## config.mk

```make
export PLATFORM = sky130hd
export DESIGN_NAME = tdm_demux8
export DESIGN_NICKNAME = d
export VERILOG_FILES = /design/src/rtl/tdm_pkg.sv /design/src/rtl/tdm_slot_ctr.sv /design/src/rtl/tdm_demux8.sv
export SDC_FILE = /design/constraint.sdc
export NUM_CORES = 1
export LEC_CHECK = 0
export BUFFER_PORTS_ARGS = -buffer_cell sky130_fd_sc_hd__buf_2
export CAP_MARGIN = 20
export CORE_MARGIN = 8
export CORE_UTILIZATION = 55
export CTS_BUF_LIST = sky130_fd_sc_hd__clkbuf_16
export CTS_CLUSTER_DIAMETER = 100
export DETAILED_ROUTE_END_ITERATION = 6
export GPL_ROUTABILITY_DRIVEN = 1
export MAX_ROUTING_LAYER = met4
export PLACE_DENSITY = 0.76
export SETUP_SLACK_MARGIN = 0.15
export SLEW_MARGIN = 20
export SYNTH_ARGS = -nofsm -noshare
export SYNTH_HDL_FRONTEND = slang
export SYNTH_SLANG_ARGS = --single-unit
```

## constraint.sdc

```tcl
create_clock -name clk -period 5.3 [get_ports clk]
set_input_delay 0.265 -clock clk [delete_from_list [all_inputs] [get_ports clk]]
set_output_delay 0.265 -clock clk [all_outputs]
set_load 0.01 [all_outputs]
```

## src/rtl/tdm_pkg.sv

```systemverilog
// rtl/tdm_pkg.sv - shared frame geometry and FSM states for tdm_demux8 (TDM_DEMUX_PARITY_EN adds a parity slot)
package tdm_pkg;

`ifdef TDM_DEMUX_PARITY_EN
  localparam int TDM_SLOTS = 9;
`else
  localparam int TDM_SLOTS = 8;
`endif

  localparam int SLOT_W = $clog2(TDM_SLOTS);
  localparam logic [SLOT_W-1:0] LAST_SLOT = SLOT_W'(TDM_SLOTS - 1);

  typedef enum logic [1:0] {
    HUNT   = 2'd0,
    ACQ    = 2'd1,
    LOCKED = 2'd2
  } state_t;

endpackage

```

## src/rtl/tdm_slot_ctr.sv

```systemverilog
// rtl/tdm_slot_ctr.sv - slot index counter with clear, load-to-1 and wrap at the last slot
module tdm_slot_ctr
  import tdm_pkg::*;
(
  input  logic              clk,
  input  logic              rst,
  input  logic              clr,
  input  logic              load,
  input  logic              inc,
  output logic [SLOT_W-1:0] slot
);

  always_ff @(posedge clk) begin
    if (rst || clr) begin
      slot <= '0;
    end else if (load) begin
      slot <= SLOT_W'(1);
    end else if (inc) begin
      slot <= (slot == LAST_SLOT) ? '0 : slot + SLOT_W'(1);
    end
  end

endmodule

```

## src/rtl/tdm_demux8.sv

```systemverilog
// rtl/tdm_demux8.sv - 8-channel TDM receive demultiplexer with frame lock; TDM_DEMUX_PARITY_EN adds even parity slot
module tdm_demux8
  import tdm_pkg::*;
#(
  parameter int LOCK_CNT = 2
) (
  input  logic       clk,
  input  logic       rst,
  input  logic       ce,
  input  logic       din,
  input  logic       fsync,
  output logic [7:0] d,
  output logic       dvalid,
  output logic       locked,
`ifdef TDM_DEMUX_PARITY_EN
  output logic       parity_err,
`endif
  output logic       sync_err
);

  state_t            state, state_n;
  logic [3:0]        good_cnt, good_n;
  logic [7:0]        acc, acc_n;
  logic [7:0]        d_n;
  logic              dvalid_n, serr_n;
  logic              slot_clr, slot_load, slot_inc;
  logic [SLOT_W-1:0] slot;
`ifdef TDM_DEMUX_PARITY_EN
  logic              perr_n;
`endif

  tdm_slot_ctr u_slot_ctr (
    .clk  (clk),
    .rst  (rst),
    .clr  (slot_clr),
    .load (slot_load),
    .inc  (slot_inc),
    .slot (slot)
  );

  always_ff @(posedge clk) begin
    if (rst) begin
      state    <= HUNT;
      good_cnt <= '0;
      acc      <= '0;
      d        <= '0;
      dvalid   <= 1'b0;
      sync_err <= 1'b0;
`ifdef TDM_DEMUX_PARITY_EN
      parity_err <= 1'b0;
`endif
    end else begin
      state    <= state_n;
      good_cnt <= good_n;
      acc      <= acc_n;
      d        <= d_n;
      dvalid   <= dvalid_n;
      sync_err <= serr_n;
`ifdef TDM_DEMUX_PARITY_EN
      parity_err <= perr_n;
`endif
    end
  end

  always_comb begin
    state_n   = state;
    good_n    = good_cnt;
    acc_n     = acc;
    d_n       = d;
    dvalid_n  = 1'b0;
    serr_n    = 1'b0;
    slot_clr  = 1'b0;
    slot_load = 1'b0;
    slot_inc  = 1'b0;
`ifdef TDM_DEMUX_PARITY_EN
    perr_n    = 1'b0;
`endif
    if (ce) begin
      if (state == HUNT) begin
        if (fsync) begin
          acc_n[0]  = din;
          slot_load = 1'b1;
          good_n    = 4'd1;
          state_n   = (LOCK_CNT == 1) ? LOCKED : ACQ;
        end
      end else if (slot == '0 && !fsync) begin
        serr_n   = 1'b1;
        slot_clr = 1'b1;
        good_n   = '0;
        state_n  = HUNT;
      end else if (slot != '0 && fsync) begin
        // Early marker: restart the frame here rather than dropping to HUNT.
        serr_n    = 1'b1;
        acc_n[0]  = din;
        slot_load = 1'b1;
        good_n    = 4'd1;
        state_n   = ACQ;
      end else begin
        slot_inc = 1'b1;
        if (slot == '0 && state == ACQ) begin
          if (good_cnt >= 4'(LOCK_CNT - 1)) begin
            state_n = LOCKED;
          end else begin
            good_n = good_cnt + 4'd1;
          end
        end
        if (int'(slot) < 8) begin
          acc_n[slot[2:0]] = din;
        end
        if (slot == LAST_SLOT) begin
          dvalid_n = 1'b1;
`ifdef TDM_DEMUX_PARITY_EN
          d_n    = acc;
          perr_n = ^{acc, din};
`else
          d_n    = {din, acc[6:0]};
`endif
        end
      end
    end
  end

  assign locked = (state == LOCKED);

endmodule

```

==> summary.md <==
| Metric | Value |
|---|---|
| Num Clock Sinks | 26 |
| Worst slew margin | about 67% |
| Wirelength, routed | about 2600 um |
| TritonRoute pass-1 iters | 4 |
| Synth Area in Compound Gates | roughly 15% |
| Worst Max-Slew Pin Slew | approximately 0.5 ns |
| Synth-to-layout area growth | 10.7% |
| Max Slew Vio Count | 0 |
| Mean Syn Cell Area | roughly 9.4 um2 |
| GPL Wtd Cong | about 0.90 |
| Maximum VDD drop | 0.227 mV |
| Drt initial violations | 28 |
| R2R Setup Slk | between 2 and 3 ns |
| WP data arrival | about 2.6 ns |
| Total gr overflow | 0 |
| Synth Area in Simple Gates | 20.0% |
| Slowest cell on crit path | dfxtp_1 |
| WP data required | approximately 5.5 ns |
| Reg2Reg Launch Point | u_slot_ctr.slot[0] |
| Worst hold path cell count | 3 |
| Cell Count Post-Placement | between 150 and 200 |
| Design Area, Final | 1450 um2 |
| Clock Latency Late Sink | ~0.26 ns |
| # fillers | roughly 190 |
| First-pass GRT wire length | between 4000 and 5000 um |
| Top-level I/O count | 16 |
| Cell family with most CP delay | compound AO/OA/AOI/OAI gates |
| Post-synthesis mux area share | between 10% and 20% |
| Rows | 17 |
| Core ar. | 2230 um2 |
| Tot GR Track Use | a little over an eighth |
| Vias | roughly 1000 |
| Cts repair resizes | 0 |
| Antenna-violating nets left | 0 |
| CP dominant cell by count | ha_1 |
| Share of cells above drive strength 1 | 17.3% |
| Crit end category | register |
| Initial antenna violation count | 0 |
| Critical Path Start Type | register |
| Netlist cell types | 42 |
| # hold bufs at CTS | 0 |
| Outcome | finished clean |
| CTS tree | yes |
| Die ar. | between 4000 and 5000 um2 |
| PD cells | between 300 and 400 nW/um2 |
| R2R depth | 9 |
| Crit path max fanout | 10 |
| Die width | about 65 um |
| Clock slew at reported path FFs | 0.07 ns |
| Detailed Place HPWL | around 1800 um |
| Ant. Diodes | 0 |
| Fin. Hold Viols | 0 |
| Die Ht | ~65 um |
| Critical-path cell list | inv_1 > ha_1 > or2b_2 > inv_2 > ha_1 > nand4bb_1 > o311a_1 > a21oi_1 > a311oi_2 |
| Fin crit period | approximately 2.4 ns |
| Critical Path Stages | 9 |
| CP Launch Point | u_slot_ctr.slot[0] |
| Post-CTS Setup Inserts | 0 |
| Peak Freq | around 420 MHz |
| Tcrit/Tclk final | between 40 and 50% |
| Hold slack | about 0.30 ns |
| Worst hold path type | primary input to register |
| Area of the mapped netlist | 1310 um2 |
| Post-DP Area | 1370 um2 |
| Count of warnings emitted by yosys | 0 |
| Synth Area in XOR/XNOR | 0% |
| DR WL/cell | roughly 14 um |
| # DRC | 0 |
| Adder-cell share of the synthesized area | between 8 and 9% |
| Worst path max stage delay | 0.39 ns |
| Number of synthesized register bits | 26 |
| Largest family of logic cells by synthesized area | simple AND/OR/NAND/NOR gates |
| CTS max path bufs | 2 |
| Final setup violation count | 0 |
| Syn Inst Count | 140 |
| Sequential share of the synthesized area | 39.7% |
| Htree depth | 1 |
| LEAKAGE | around 0.65 nW |
| Vias per Instance | around 5.7 |
| WP buf/inv | 2 |
| RSZ-0062 raised after global routing | false |
| Nets | about 170 |
| Syn Nets | around 150 |
| Vias in the first global route | between 1000 and 1500 |
| Clock skew | 0.00437 ns |
| Largest net degree at the start of global routing | 27 |
| Hold_sp | ce |
| Crit path kind | register to register |
| Non-filler cells, final | between 150 and 200 |
| Port-buffer cells | 15 |
| Cts bufs inserted | 3 |
| Setup TNS | 0 ns |
| # Max-Cap Violations | 0 |
| Starting density of the core | 58.7% |
| Root buf cell | clkbuf_16 |
==> logic make-up (layout without fill, tap and decap cells) <==
kind of cell,Yosys count,count (layout)
AO/OA/AOI/OAI,25,25
adder cells (fa/ha/maj),9,9
buffers and inverters,16,26
flip-flops,26,26
multiplexers,15,15
AND/OR/NAND/NOR,49,49
==> cells in the final DEF, fill, tap and decap left out, types with 2 or more instances in the layout <==
master     netlist  layout
nand2_1          5       5
o21ai_0          3       3
a21oi_1          5       5
nor2b_1          2       2
nand2b_1         2       2
clkbuf_16        0       3
inv_1            6       6
dfxtp_1         26      26
nor3_1           6       6
mux2i_1         15      15
o31ai_1          2       2
ha_1             9       9
nor2_1          21      21
buf_2            0      15
a31oi_1          2       2
a211oi_1         3       3
==> Yosys cell counts (all sizes together) <==
cell | count | area share, %
dfxtp | 26 | 40
nor2 | 21 | 6.0
mux2i | 15 | 11
ha | 9 | 8.6
inv | 7 | 2.0
nor3 | 6 | 2.3
a21oi | 5 | 1.9
clkbuf | 5 | 1.4
nand2 | 5 | 1.4
buf | 4 | 2.3
a211oi | 3 | 1.7
o21ai | 3 | 1.1
o31ai | 3 | 2.1
a311oi | 2 | 1.8
a31oi | 2 | 0.95
nand2b | 2 | 0.95
nand3 | 2 | 1.1
nor2b | 2 | 0.95
or2b | 2 | 1.2
a221oi | 1 | 0.67
and2 | 1 | 0.67
and3 | 1 | 0.48
nand4b | 1 | 0.67
nand4bb | 1 | 0.86
nor3b | 1 | 0.57
nor4 | 1 | 0.48
nor4b | 1 | 1.1
o2111ai | 1 | 0.67
o211ai | 1 | 0.95
o21a | 1 | 0.57
o21bai | 1 | 0.57
o311a | 1 | 0.76
o31a | 1 | 0.67
or2 | 1 | 0.48
or4 | 1 | 0.57
==> final cells by class <==
class                           instances  area (um2)  area share [%]
Multi-Input combinational cell         98         714            49.3
Sequential cell                        26         520            35.9
Clock buffer                            3        75.1            5.18
Timing Repair Buffer                   15        75.1            5.18
Tap cell                               28        35.0            2.42
Inverter                                7        26.3            1.81
Clock inverter                          1        3.75           0.259
==> tightest hold or removal path, stage by stage <==
cell	delay (ns)
buf_2	0.14
nand2_1	0.07
nor3_1	0.04
==> worst paths after layout <==
path | endpoint
worst min register to register | good_cnt[3]
worst min-delay path | dvalid
worst max-delay path | good_cnt[0]
worst max register to register | good_cnt[0]
==> stage by stage <==
stage          util, %  total power [W]  setup WS (ns)
6_report          64.9         0.000440           2.92
5_1_grt           64.9         0.000459           2.71
4_1_cts           64.9         0.000441           2.93
3_5_place_dp      61.4         0.000276           2.97
3_3_place_gp      61.4         0.000273           3.05
2_1_floorplan        -         0.000265           2.98
==> power breakdown <==
group | internal, W | switching, W
logic | 0.0000249 | 0.0000382
clock network | 0.000101 | 0.0000668
registers | 0.000200 | 0.00000847
==> state kept, by name, summed over array words and instances (netlist names) <==
name and cells:
state 2, d 8, good_cnt 4, sync_err 1, u_slot_ctr.slot 3, dvalid 1, acc 7
==> per-layer routing <==
metal  vias to the layer above  global-route usage [%]  part of all wire, %
li1                        515                       -                    -
met5                         -                       -                    0
met4                         0                    4.36                 0.58
met3                         2                    3.26                  3.8
met1                       465                    15.5                   47
met2                        26                    22.6                   48
Power figures use the tool's default switching activity.
